**config.mk**
```make
export PLATFORM = sky130hd
export DESIGN_NAME = spi_slave_fl_flat
export DESIGN_NICKNAME = d
export VERILOG_FILES = /design/src/rtl/spi_fl_pkg.sv /design/src/rtl/spi_slave_fl_if.sv /design/src/rtl/spi_slave_sync.sv /design/src/rtl/spi_slave_fl.sv /design/src/flat_wrapper.sv
export SDC_FILE = /design/constraint.sdc
export NUM_CORES = 1
export LEC_CHECK = 0
export CAP_MARGIN = 20
export CORE_UTILIZATION = 55
export DETAILED_ROUTE_END_ITERATION = 6
export GPL_TIMING_DRIVEN = 0
export HOLD_SLACK_MARGIN = 0.15
export PLACE_DENSITY_LB_ADDON = 0.2
export SYNTH_ARGS = -nofsm -noshare
export SYNTH_HDL_FRONTEND = slang
export SYNTH_SLANG_ARGS = --single-unit
```
**constraint.sdc**
```tcl
create_clock -name clk -period 9.05 [get_ports clk]
set_clock_uncertainty 0.2 [all_clocks]
set_input_delay 1.81 -clock clk [delete_from_list [all_inputs] [get_ports clk]]
set_output_delay 1.81 -clock clk [all_outputs]
set_load 0.02 [all_outputs]
```
**src/rtl/spi_fl_pkg.sv**
```systemverilog
// Shared definitions for the flash SPI link: opcodes, frame types, field widths
// and the opcode-to-frame-type table.
package spi_fl_pkg;

  localparam int CMD_W  = 8;
  localparam int ADDR_W = 24;
  localparam int DATA_W = 32;
  localparam int CNT_W  = 6;
  localparam int FT_W   = 3;

  localparam logic [CMD_W-1:0] OP_WREN = 8'h06;
  localparam logic [CMD_W-1:0] OP_RDSR = 8'h05;
  localparam logic [CMD_W-1:0] OP_RDID = 8'h9F;
  localparam logic [CMD_W-1:0] OP_READ = 8'h03;
  localparam logic [CMD_W-1:0] OP_WRSR = 8'h01;
  localparam logic [CMD_W-1:0] OP_PP   = 8'h02;
  localparam logic [CMD_W-1:0] OP_SE   = 8'h20;

  // Encodings match the master's commtype values.
  typedef enum logic [FT_W-1:0] {
    FT_CMD           = 3'd0,
    FT_CMD_ANS       = 3'd1,
    FT_CMD_ADDR_ANS  = 3'd2,
    FT_CMD_DATA      = 3'd3,
    FT_CMD_ADDR_DATA = 3'd4,
    FT_CMD_ADDR      = 3'd5
  } frame_type_e;

  typedef enum logic [2:0] {
    ST_IDLE,
    ST_CMD,
    ST_ADDR,
    ST_DATA,
    ST_RLOAD,
    ST_REPLY,
    ST_WAIT_SS
  } state_e;

  typedef struct packed {
    logic        known;
    frame_type_e ftype;
  } cmd_dec_t;

  function automatic cmd_dec_t decode_cmd(input logic [CMD_W-1:0] op);
    cmd_dec_t d;
    d.known = 1'b1;
    case (op)
      OP_WREN:          d.ftype = FT_CMD;
      OP_RDSR, OP_RDID: d.ftype = FT_CMD_ANS;
      OP_READ:          d.ftype = FT_CMD_ADDR_ANS;
      OP_WRSR:          d.ftype = FT_CMD_DATA;
      OP_PP:            d.ftype = FT_CMD_ADDR_DATA;
      OP_SE:            d.ftype = FT_CMD_ADDR;
      default: begin
        d.known = 1'b0;
        d.ftype = FT_CMD;
      end
    endcase
    return d;
  endfunction

endpackage

```
**src/rtl/spi_slave_fl_if.sv**
```systemverilog
// SPI pins plus the local user port of the flash responder.
interface spi_slave_fl_if;
  import spi_fl_pkg::*;

  logic              sclk;
  logic              ss;
  logic              mosi;
  logic              miso;
  logic              miso_oe;
  logic              frame_valid;
  logic [FT_W-1:0]   frame_type;
  logic [CMD_W-1:0]  cmd_out;
  logic [ADDR_W-1:0] addr_out;
  logic [DATA_W-1:0] data_out;
  logic              rd_req;
  logic [DATA_W-1:0] rd_data;
  logic              frame_err;

  modport slave (
    input  sclk, ss, mosi, rd_data,
    output miso, miso_oe, frame_valid, frame_type, cmd_out, addr_out, data_out,
           rd_req, frame_err
  );

  modport master (
    output sclk, ss, mosi, rd_data,
    input  miso, miso_oe, frame_valid, frame_type, cmd_out, addr_out, data_out,
           rd_req, frame_err
  );

endinterface

```
**src/rtl/spi_slave_sync.sv**
```systemverilog
// Brings sclk/ss/mosi into the clk domain and derives one-clk sclk edge strobes.
module spi_slave_sync #(
  parameter int SYNC_STAGES = 2
) (
  input  logic clk,
  input  logic rst,
  input  logic sclk,
  input  logic ss,
  input  logic mosi,
  output logic ss_s,
  output logic mosi_s,
  output logic sclk_rise,
  output logic sclk_fall
);

  logic [SYNC_STAGES-1:0] sclk_q, sclk_d;
  logic [SYNC_STAGES-1:0] ss_q, ss_d;
  logic [SYNC_STAGES-1:0] mosi_q, mosi_d;
  logic                   sclk_prev_q, sclk_prev_d;

  always_comb begin
    sclk_d      = {sclk_q[SYNC_STAGES-2:0], sclk};
    ss_d        = {ss_q[SYNC_STAGES-2:0], ss};
    mosi_d      = {mosi_q[SYNC_STAGES-2:0], mosi};
    sclk_prev_d = sclk_q[SYNC_STAGES-1];
  end

  always_ff @(posedge clk or posedge rst) begin
    if (rst) begin
      sclk_q      <= '0;
      ss_q        <= '0;
      mosi_q      <= '0;
      sclk_prev_q <= 1'b0;
    end else begin
      sclk_q      <= sclk_d;
      ss_q        <= ss_d;
      mosi_q      <= mosi_d;
      sclk_prev_q <= sclk_prev_d;
    end
  end

  assign ss_s      = ss_q[SYNC_STAGES-1];
  assign mosi_s    = mosi_q[SYNC_STAGES-1];
  assign sclk_rise =  sclk_q[SYNC_STAGES-1] & ~sclk_prev_q;
  assign sclk_fall = ~sclk_q[SYNC_STAGES-1] &  sclk_prev_q;

endmodule

```
**src/rtl/spi_slave_fl.sv**
```systemverilog
// Flash SPI responder: decodes cmd/addr/data frames from the flash master and
// shifts a 32-bit reply on miso for read-type commands.
module spi_slave_fl
  import spi_fl_pkg::*;
#(
  parameter int   SYNC_STAGES = 2,
  parameter logic MISO_IDLE   = 1'b1
) (
  input logic           clk,
  input logic           rst,
  spi_slave_fl_if.slave bus
);

  logic ss_s, mosi_s, sclk_rise, sclk_fall;

  spi_slave_sync #(
    .SYNC_STAGES(SYNC_STAGES)
  ) u_sync (
    .clk       (clk),
    .rst       (rst),
    .sclk      (bus.sclk),
    .ss        (bus.ss),
    .mosi      (bus.mosi),
    .ss_s      (ss_s),
    .mosi_s    (mosi_s),
    .sclk_rise (sclk_rise),
    .sclk_fall (sclk_fall)
  );

  state_e            state_q, state_d;
  logic [CNT_W-1:0]  bitcnt_q, bitcnt_d;
  logic [CMD_W-1:0]  cmd_sh_q, cmd_sh_d;
  logic [ADDR_W-1:0] addr_sh_q, addr_sh_d;
  logic [DATA_W-1:0] data_sh_q, data_sh_d;
  logic [DATA_W-1:0] tx_q, tx_d;
  frame_type_e       ftype_q, ftype_d;
  logic [1:0]        rload_cnt_q, rload_cnt_d;
  logic              fall_pend_q, fall_pend_d;
  logic              ss_prev_q, ss_prev_d;
  logic              miso_q, miso_d;
  logic              miso_oe_q, miso_oe_d;
  logic              frame_valid_q, frame_valid_d;
  logic              frame_err_q, frame_err_d;
  logic              rd_req_q, rd_req_d;
  frame_type_e       frame_type_q, frame_type_d;
  logic [CMD_W-1:0]  cmd_out_q, cmd_out_d;
  logic [ADDR_W-1:0] addr_out_q, addr_out_d;
  logic [DATA_W-1:0] data_out_q, data_out_d;

  cmd_dec_t dec;
  logic     publish;
  logic     last_bit;

  always_comb begin
    state_d       = state_q;
    bitcnt_d      = bitcnt_q;
    cmd_sh_d      = cmd_sh_q;
    addr_sh_d     = addr_sh_q;
    data_sh_d     = data_sh_q;
    tx_d          = tx_q;
    ftype_d       = ftype_q;
    rload_cnt_d   = rload_cnt_q;
    fall_pend_d   = fall_pend_q;
    ss_prev_d     = ss_s;
    miso_d        = miso_q;
    miso_oe_d     = miso_oe_q;
    frame_valid_d = 1'b0;
    frame_err_d   = 1'b0;
    rd_req_d      = 1'b0;
    frame_type_d  = frame_type_q;
    cmd_out_d     = cmd_out_q;
    addr_out_d    = addr_out_q;
    data_out_d    = data_out_q;
    publish       = 1'b0;
    last_bit      = (bitcnt_q == '0);
    dec           = decode_cmd({cmd_sh_q[CMD_W-2:0], mosi_s});

    if (ss_s && (state_q != ST_IDLE) && (state_q != ST_WAIT_SS)) begin
      frame_err_d = 1'b1;
      miso_d      = MISO_IDLE;
      miso_oe_d   = 1'b0;
      state_d     = ST_IDLE;
    end else begin
      case (state_q)
        ST_IDLE: begin
          if (ss_prev_q && !ss_s) begin
            state_d   = ST_CMD;
            bitcnt_d  = CNT_W'(CMD_W - 1);
            cmd_sh_d  = '0;
            addr_sh_d = '0;
            data_sh_d = '0;
          end
        end

        ST_CMD: begin
          if (sclk_rise) begin
            cmd_sh_d = {cmd_sh_q[CMD_W-2:0], mosi_s};
            bitcnt_d = bitcnt_q - 1'b1;
            if (last_bit) begin
              ftype_d     = dec.ftype;
              frame_err_d = ~dec.known;
              case (dec.ftype)
                FT_CMD: begin
                  publish = 1'b1;
                  state_d = ST_WAIT_SS;
                end
                FT_CMD_ANS:  state_d = ST_RLOAD;
                FT_CMD_DATA: begin
                  state_d  = ST_DATA;
                  bitcnt_d = CNT_W'(DATA_W - 1);
                end
                default: begin
                  state_d  = ST_ADDR;
                  bitcnt_d = CNT_W'(ADDR_W - 1);
                end
              endcase
            end
          end
        end

        ST_ADDR: begin
          if (sclk_rise) begin
            addr_sh_d = {addr_sh_q[ADDR_W-2:0], mosi_s};
            bitcnt_d  = bitcnt_q - 1'b1;
            if (last_bit) begin
              case (ftype_q)
                FT_CMD_ADDR_ANS:  state_d = ST_RLOAD;
                FT_CMD_ADDR_DATA: begin
                  state_d  = ST_DATA;
                  bitcnt_d = CNT_W'(DATA_W - 1);
                end
                default: begin
                  publish = 1'b1;
                  state_d = ST_WAIT_SS;
                end
              endcase
            end
          end
        end

        ST_DATA: begin
          if (sclk_rise) begin
            data_sh_d = {data_sh_q[DATA_W-2:0], mosi_s};
            bitcnt_d  = bitcnt_q - 1'b1;
            if (last_bit) begin
              publish = 1'b1;
              state_d = ST_WAIT_SS;
            end
          end
        end

        // A fast sclk may fall before rd_data lands; remember it so bit 31
        // still goes out on that period.
        ST_RLOAD: begin
          rload_cnt_d = rload_cnt_q + 2'd1;
          if (sclk_fall) fall_pend_d = 1'b1;
          if (rload_cnt_q == 2'd2) begin
            tx_d     = bus.rd_data;
            state_d  = ST_REPLY;
            bitcnt_d = CNT_W'(DATA_W - 1);
            if (fall_pend_q || sclk_fall) begin
              miso_d    = bus.rd_data[DATA_W-1];
              miso_oe_d = 1'b1;
              bitcnt_d  = CNT_W'(DATA_W - 2);
            end
          end
        end

        // bitcnt wraps to all-ones once bit 0 is on the wire.
        ST_REPLY: begin
          if (sclk_fall) begin
            if (!bitcnt_q[CNT_W-1]) begin
              miso_d    = tx_q[bitcnt_q[4:0]];
              miso_oe_d = 1'b1;
              bitcnt_d  = bitcnt_q - 1'b1;
            end else begin
              miso_d    = MISO_IDLE;
              miso_oe_d = 1'b0;
            end
          end else if (sclk_rise && bitcnt_q[CNT_W-1]) begin
            publish   = 1'b1;
            state_d   = ST_WAIT_SS;
            miso_d    = MISO_IDLE;
            miso_oe_d = 1'b0;
          end
        end

        ST_WAIT_SS: begin
          if (ss_s) state_d = ST_IDLE;
        end

        default: state_d = ST_IDLE;
      endcase
    end

    if ((state_d == ST_RLOAD) && (state_q != ST_RLOAD)) begin
      rd_req_d    = 1'b1;
      rload_cnt_d = 2'd0;
      fall_pend_d = 1'b0;
    end

    if (publish) begin
      frame_valid_d = 1'b1;
      frame_type_d  = ftype_d;
      cmd_out_d     = cmd_sh_d;
      addr_out_d    = addr_sh_d;
      data_out_d    = data_sh_d;
    end
  end

  always_ff @(posedge clk or posedge rst) begin
    if (rst) begin
      state_q       <= ST_IDLE;
      bitcnt_q      <= '0;
      cmd_sh_q      <= '0;
      addr_sh_q     <= '0;
      data_sh_q     <= '0;
      tx_q          <= '0;
      ftype_q       <= FT_CMD;
      rload_cnt_q   <= '0;
      fall_pend_q   <= 1'b0;
      ss_prev_q     <= 1'b0;
      miso_q        <= MISO_IDLE;
      miso_oe_q     <= 1'b0;
      frame_valid_q <= 1'b0;
      frame_err_q   <= 1'b0;
      rd_req_q      <= 1'b0;
      frame_type_q  <= FT_CMD;
      cmd_out_q     <= '0;
      addr_out_q    <= '0;
      data_out_q    <= '0;
    end else begin
      state_q       <= state_d;
      bitcnt_q      <= bitcnt_d;
      cmd_sh_q      <= cmd_sh_d;
      addr_sh_q     <= addr_sh_d;
      data_sh_q     <= data_sh_d;
      tx_q          <= tx_d;
      ftype_q       <= ftype_d;
      rload_cnt_q   <= rload_cnt_d;
      fall_pend_q   <= fall_pend_d;
      ss_prev_q     <= ss_prev_d;
      miso_q        <= miso_d;
      miso_oe_q     <= miso_oe_d;
      frame_valid_q <= frame_valid_d;
      frame_err_q   <= frame_err_d;
      rd_req_q      <= rd_req_d;
      frame_type_q  <= frame_type_d;
      cmd_out_q     <= cmd_out_d;
      addr_out_q    <= addr_out_d;
      data_out_q    <= data_out_d;
    end
  end

  assign bus.miso        = miso_q;
  assign bus.miso_oe     = miso_oe_q;
  assign bus.frame_valid = frame_valid_q;
  assign bus.frame_err   = frame_err_q;
  assign bus.rd_req      = rd_req_q;
  assign bus.frame_type  = frame_type_q;
  assign bus.cmd_out     = cmd_out_q;
  assign bus.addr_out    = addr_out_q;
  assign bus.data_out    = data_out_q;

endmodule

```
**src/flat_wrapper.sv**
```systemverilog
// flat-port wrapper written by rule: the top's interface ports become plain ports
module spi_slave_fl_flat import spi_fl_pkg::*;
#(
  parameter int   SYNC_STAGES = 2,
  parameter logic MISO_IDLE   = 1'b1
)
  (clk, rst, bus_sclk, bus_ss, bus_mosi, bus_rd_data, bus_miso, bus_miso_oe, bus_frame_valid, bus_frame_type, bus_cmd_out, bus_addr_out, bus_data_out, bus_rd_req, bus_frame_err);
  spi_slave_fl_if bus_i ();
  input logic clk;
  input logic rst;
  input wire logic [$bits(bus_i.sclk)-1:0] bus_sclk;
  input wire logic [$bits(bus_i.ss)-1:0] bus_ss;
  input wire logic [$bits(bus_i.mosi)-1:0] bus_mosi;
  input wire logic [$bits(bus_i.rd_data)-1:0] bus_rd_data;
  output wire logic [$bits(bus_i.miso)-1:0] bus_miso;
  output wire logic [$bits(bus_i.miso_oe)-1:0] bus_miso_oe;
  output wire logic [$bits(bus_i.frame_valid)-1:0] bus_frame_valid;
  output wire logic [$bits(bus_i.frame_type)-1:0] bus_frame_type;
  output wire logic [$bits(bus_i.cmd_out)-1:0] bus_cmd_out;
  output wire logic [$bits(bus_i.addr_out)-1:0] bus_addr_out;
  output wire logic [$bits(bus_i.data_out)-1:0] bus_data_out;
  output wire logic [$bits(bus_i.rd_req)-1:0] bus_rd_req;
  output wire logic [$bits(bus_i.frame_err)-1:0] bus_frame_err;
  assign bus_i.sclk = bus_sclk;
  assign bus_i.ss = bus_ss;
  assign bus_i.mosi = bus_mosi;
  assign bus_i.rd_data = bus_rd_data;
  assign bus_miso = bus_i.miso;
  assign bus_miso_oe = bus_i.miso_oe;
  assign bus_frame_valid = bus_i.frame_valid;
  assign bus_frame_type = bus_i.frame_type;
  assign bus_cmd_out = bus_i.cmd_out;
  assign bus_addr_out = bus_i.addr_out;
  assign bus_data_out = bus_i.data_out;
  assign bus_rd_req = bus_i.rd_req;
  assign bus_frame_err = bus_i.frame_err;
  spi_slave_fl #(.SYNC_STAGES(SYNC_STAGES), .MISO_IDLE(MISO_IDLE)) u_core (.clk(clk), .rst(rst), .bus(bus_i));
endmodule
```
# Yosys cells after proc, flatten, opt, wreduce, memory -nomap -nowiden
# Cells that the tools add are included.
# op_classes
magnitude_cmp	1
n_reduce_logical	25
n_mux	87
n_eq_ne	32
bitwise	6
add_sub_neg	2
# op_table
op	n
$mux 32	3
$mux 24	3
$pmux 32 s2	1
$mux 6	10
$mux 3	16
$pmux 24 s2	1
$mux 1	36
$pmux 6 s6	1
$mux 8	3
$pmux 3 s7	1
$eq 8x2->1 const B	2
$eq 8x3->1 const B	2
$pmux 8 s2	1
$eq 3x3->1 const B	5
$pmux 3 s5	1
$eq 3x2->1 const B	4
$ne 2x1->1 const B	6
$pmux 6 s2	1
$pmux 3 s3	1
$reduce_and 9->1	1
$eq 8x1->1 const B	1
$eq 8x6->1 const B	1
$eq 8x8->1 const B	1
$reduce_and 8->1	1
29 further kinds	50
# word_totals
register_bits	191
out_inout_bits	72
input_bits	37
word_cells	177

# Depth between registers and ports, before layout
# depth
ltp_word	13
mapped_depth	11
mapped_depth_nobuf	8

# Hierarchy
# Synthesis repeated with hierarchy kept, for this count alone.
# unflattened
hier_cells	607
hier_area_um2	8230.4
# by_module_without_submodules
mod	n_inst	cells_each	area_per_inst_um2	seq_area_each_um2
spi_slave_fl	1	597	8036.5	4605.7
spi_slave_sync	1	10	193.9	175.2

# Worst setup path before layout
# No wires, ideal clock.
# synth_path
path_kind	register to register
start	register u_core.bitcnt_q[0]
end	register u_core.data_out_q[18] (netlist: u_core.bus.data_out[18])
setup_slack_ps	6271
path_buffers	3
arrival_ps	2454
path_stages_with_launch	11
period_less_slack_ps	2779
path_cell_list	dfrtp_1 > buf_2 > inv_1 > ha_1 > nor3b_1 > and3_1 > nand2_2 > o41ai_4 > buf_6 > buf_8 > mux2_4
# synth_via
elab_chain_cells	5
word_cells_on_any_way	9
cone_classes	mux (8); reduce/logical (1)
# synth_rtl
item	line_no	source
from (decl)	spi_slave_fl.sv:31	logic [CNT_W-1:0] bitcnt_q, bitcnt_d;
from (signal assigned)	spi_slave_fl.sv:234	bitcnt_q <= bitcnt_d;
$logic_not 6->1 (*)	spi_slave_fl.sv:75	last_bit = (bitcnt_q == '0);
$mux 1, on equally long branches	spi_slave_fl.sv:145, spi_slave_fl.sv:99, spi_slave_fl.sv:125	
$mux 1, on equally long branches	spi_slave_fl.sv:142, spi_slave_fl.sv:96, spi_slave_fl.sv:122	
$pmux 1 s4 (*)	spi_slave_fl.sv:84	case (state_q)
$mux 1 (*)	spi_slave_fl.sv:78	if (ss_s && (state_q != ST_IDLE) && (state_q != ST_WAIT_SS)) begin
to (signal assigned)	spi_slave_fl.sv:251	data_out_q <= data_out_d;
to (decl)	spi_slave_fl.sv:48	logic [DATA_W-1:0] data_out_q, data_out_d;
# Mark *: on every way between the ends. The rest lies on a longest branch, timed or not.
# A chain may end at the register's enable or synchronous reset.

# Final worst setup path
# layout_path
start	register u_core.miso_q (netlist: u_core.bus.miso)
end	output port bus_miso
# layout_rtl
item	line_no	source
from (decl)	spi_slave_fl.sv:40	logic miso_q, miso_d;
from (signal assigned)	spi_slave_fl.sv:243	miso_q <= miso_d;
to (decl)	flat_wrapper.sv:15	output wire logic [$bits(bus_i.miso)-1:0] bus_miso;
# No word-level cell between the ends.

==> flow_metrics.py <==
metrics = {
    "power": {
        "power_density_mw_per_mm2": 214.9,
        "leakage_nw": 4.598,
        "power_mw": 2.193,
        "ir_drop_v": 0.0001362,
    },
    "yosys": {
        "async_reset_ff_share_pct": 100.0,
        "yosysSeqAreaShare_pct": 57.80,
        "ys_ff_latch": 191,
        "synth.net_count": 657,
        "synthDistinctLibCells": 77,
        "synth_xor_area_share_pct": 0.2118,
        "syn_area_per_cell_um2": 13.43,
        "synth_simple_gate_area_share_pct": 7.639,
        "yosysTopAreaCell": "dfrtp_1",
        "synthesis.area_mm2": 0.008272,
        "synth_cells": 616,
        "synth_top_area_share_pct": 57.48,
        "yosys-top-cells-area": "dfrtp_1 (57%), mux2_2 (11%), a22o_1 (6.6%)",
        "synthAdderAreaFrac_pct": 0.6051,
        "synth_top_family_by_area": "multiplexers",
        "synth-edff-count": 0,
        "synth_mux_area_share_pct": 16.76,
        "ys_warn_count": 0,
        "synth_flop_cell": "dfrtp_1",
        "synth_compound_area_share_pct": 13.93,
    },
    "clock_network": {
        "clockRootBuffer": "clkbuf_16",
        "numCtsBuffers": 17,
        "cts_sinks": 191,
        "cts_hold_buf": 0,
        "clk_pin_slew_ps": 70,
        "post_cts_buffers": 0,
        "cts_resized": 0,
        "htree_num_levels": 4,
        "clk_latency_ps": 430,
        "cts_tree": "done",
        "clockBufferDepth": 2,
    },
    "detailed_routing": {
        "drtAntennaViolNets": 0,
        "drt_wl_total_um": 17920,
        "initialDrtViolationCount": 370,
        "vias": 5586,
        "drcViolationCount": 0,
        "routedWlPerCell_um": 19.05,
        "vias_per_cell": 5.936,
        "dr.pass1.iters": 5,
    },
    "die": {
        "initial_core_util_pct": 56.70,
        "design.core.area_mm2": 0.01459,
        "num_rows": 44,
        "dieArea_mm2": 0.01553,
        "die_width_um": 124.6,
        "chipHeight_um": 124.6,
        "ioPinCount": 109,
    },
    "timing": {
        "finalHoldViolCount": 0,
        "hold_ws_ps": 151.9,
        "tightest_slew_ps": 1027,
        "final-max-slew-violation-count": 0,
        "rsz0062_at_grt": "no",
        "setup_viol": 0,
        "fin_crit_ps": 3577,
        "worst_slack_ps": 5473,
        "finalCritPeriodShare_pct": 39.52,
        "tns_ps": 0,
        "fmaxAchievable_ghz": 0.2796,
        "relSlewSlack_pct": 30.91,
    },
    "place": {
        "dp_slack_ps": 5577,
        "io_buffers": 108,
        "hpwlAfterDp_um": 12240,
        "gp_congestion": 0.8806,
    },
    "critical_path": {
        "cp-start-kind": "flip-flop",
        "required_ps": 7040,
        "path_delay_family": "buffers and inverters",
        "slowest_delay_ps": 610,
        "crit_path_end_kind": "output port",
        "worstPathMaxFanout": 2,
        "crit_type": "reg -> out",
        "arrival_ps": 1570,
        "crit_path_top_delay_cell": "clkdlybuf4s50_1",
        "cp_cell_sequence": "clkdlybuf4s50_1",
        "crit_buf_inv": 1,
    },
    "job": {
        "maxCapViolCount": 0,
    },
    "layout": {
        "syn2layout_area_growth_pct": 23.37,
        "antenna_cells": 0,
        "post-route-util_pct": 69.95,
        "final_nets": 785,
        "drive_gt1_share_pct": 22.46,
    },
    "global_routing": {
        "antenna_found_initial": 0,
        "overflow": 0,
        "grt_usage_pct": 24.20,
        "grt_pass1_wl_um": 29790,
        "grt_pass1_vias": 5758,
        "grt_start_max_net_pins": 102,
    },
    "min_path": {
        "hp-class": "reg -> reg",
    },
    "outcome": {
        "outcome": "finished clean",
    },
}
==> cells by family (layout without fill, tap and decap cells) <==
logic type      after synthesis  in the layout
flops                       191            191
compound gates              146            146
simple gates                115            115
mux                         109            109
buf+inv                      49            190
fa+ha+maj                     4              4
xor+xnor                      2              2
==> stage by stage <==
stage | cells | area, µm²
floorplan | 616 | 8272
global placement | 908 | 9583
detailed placement | 909 | 9618
CTS | 941 | 10200
global route | 941 | 10200
finish | 941 | 10200
==> layout make-up <==
type                       instances  area, µm²
timing repair buffer             109       1109
clock inverter                    13      153.9
inverter                           8      37.54
buffer                            41      222.7
clock buffer                      19      432.9
tap                              184      230.2
fill                            1029       4384
multi-input combinational        376       3238
sequential                       191       4781
==> per-layer routing <==
metal	part of all wire (%)	wire, µm	global-route usage (%)	vias to the layer above
met2	49	8747	38.93	163
met4	0.89	160	5.457	0
li1	-	-	-	2544
met3	4.8	869	5.756	17
met5	0	0	0	-
met1	45	8146	33.44	2862
==> report_power, final <==
group / switching [mW] / leakage, nW / total [mW] / internal [mW]
clock network: 0.333 / 0.278 / 0.747 / 0.414
logic: 0.307 / 1.77 / 0.509 / 0.202
registers: 0.0370 / 2.55 / 0.936 / 0.899
total: 0.677 / 4.60 / 2.19 / 1.52
==> final timing paths <==
kind                                  startpoint                     to  slack [ps]  depth (start not counted)
setup / recovery                 u_core.bus.miso               bus_miso        5470                          1
hold / removal             u_core.u_sync.ss_q[0]  u_core.u_sync.ss_q[1]         150                          0
setup reg to reg              u_core.bitcnt_q[1]  u_core.bus.cmd_out[1]        5520                          9
hold reg to reg            u_core.u_sync.ss_q[0]  u_core.u_sync.ss_q[1]         150                          0
max in group asynchronous                    rst        u_core.tx_q[11]        6110                          3
min in group asynchronous                    rst   u_core.addr_sh_q[21]        1640                          2
==> cells in the mapped netlist (5+ instances only) <==
library cell  count
o21ai_1           7
nand2_1          24
a21oi_1          12
nand2b_1          9
clkbuf_1         21
nor3_1            8
mux2_4           19
o21ai_0          23
nor2b_1           5
nor2_1           34
buf_2             9
mux4_2            8
a22o_1           62
mux2_2           80
inv_1             8
dfrtp_1         190
==> placed cells by master, fill, tap and decap left out, drive strengths merged, types with 8 or more instances in the layout <==
cell / n
a21oi: 12
mux2: 99
dfrtp: 190
inv: 13
nor2: 34
clkdlybuf4s50: 108
nor3: 9
clkbuf: 40
o21ai: 30
nand2b: 9
mux4: 8
a22o: 62
nand2: 25
buf: 21
==> sequential cells by signal (all words and copies together) (netlist names), 3 cells and up <==
register               flops
u_core.addr_sh_q          24
u_core.bitcnt_q            6
u_core.bus.addr_out       24
u_core.bus.cmd_out         8
u_core.bus.data_out       32
u_core.bus.frame_type      3
u_core.cmd_sh_q            8
u_core.data_sh_q          32
u_core.ftype_q             3
u_core.state_q             3
u_core.tx_q               32
Power figures use the tool's default switching activity.
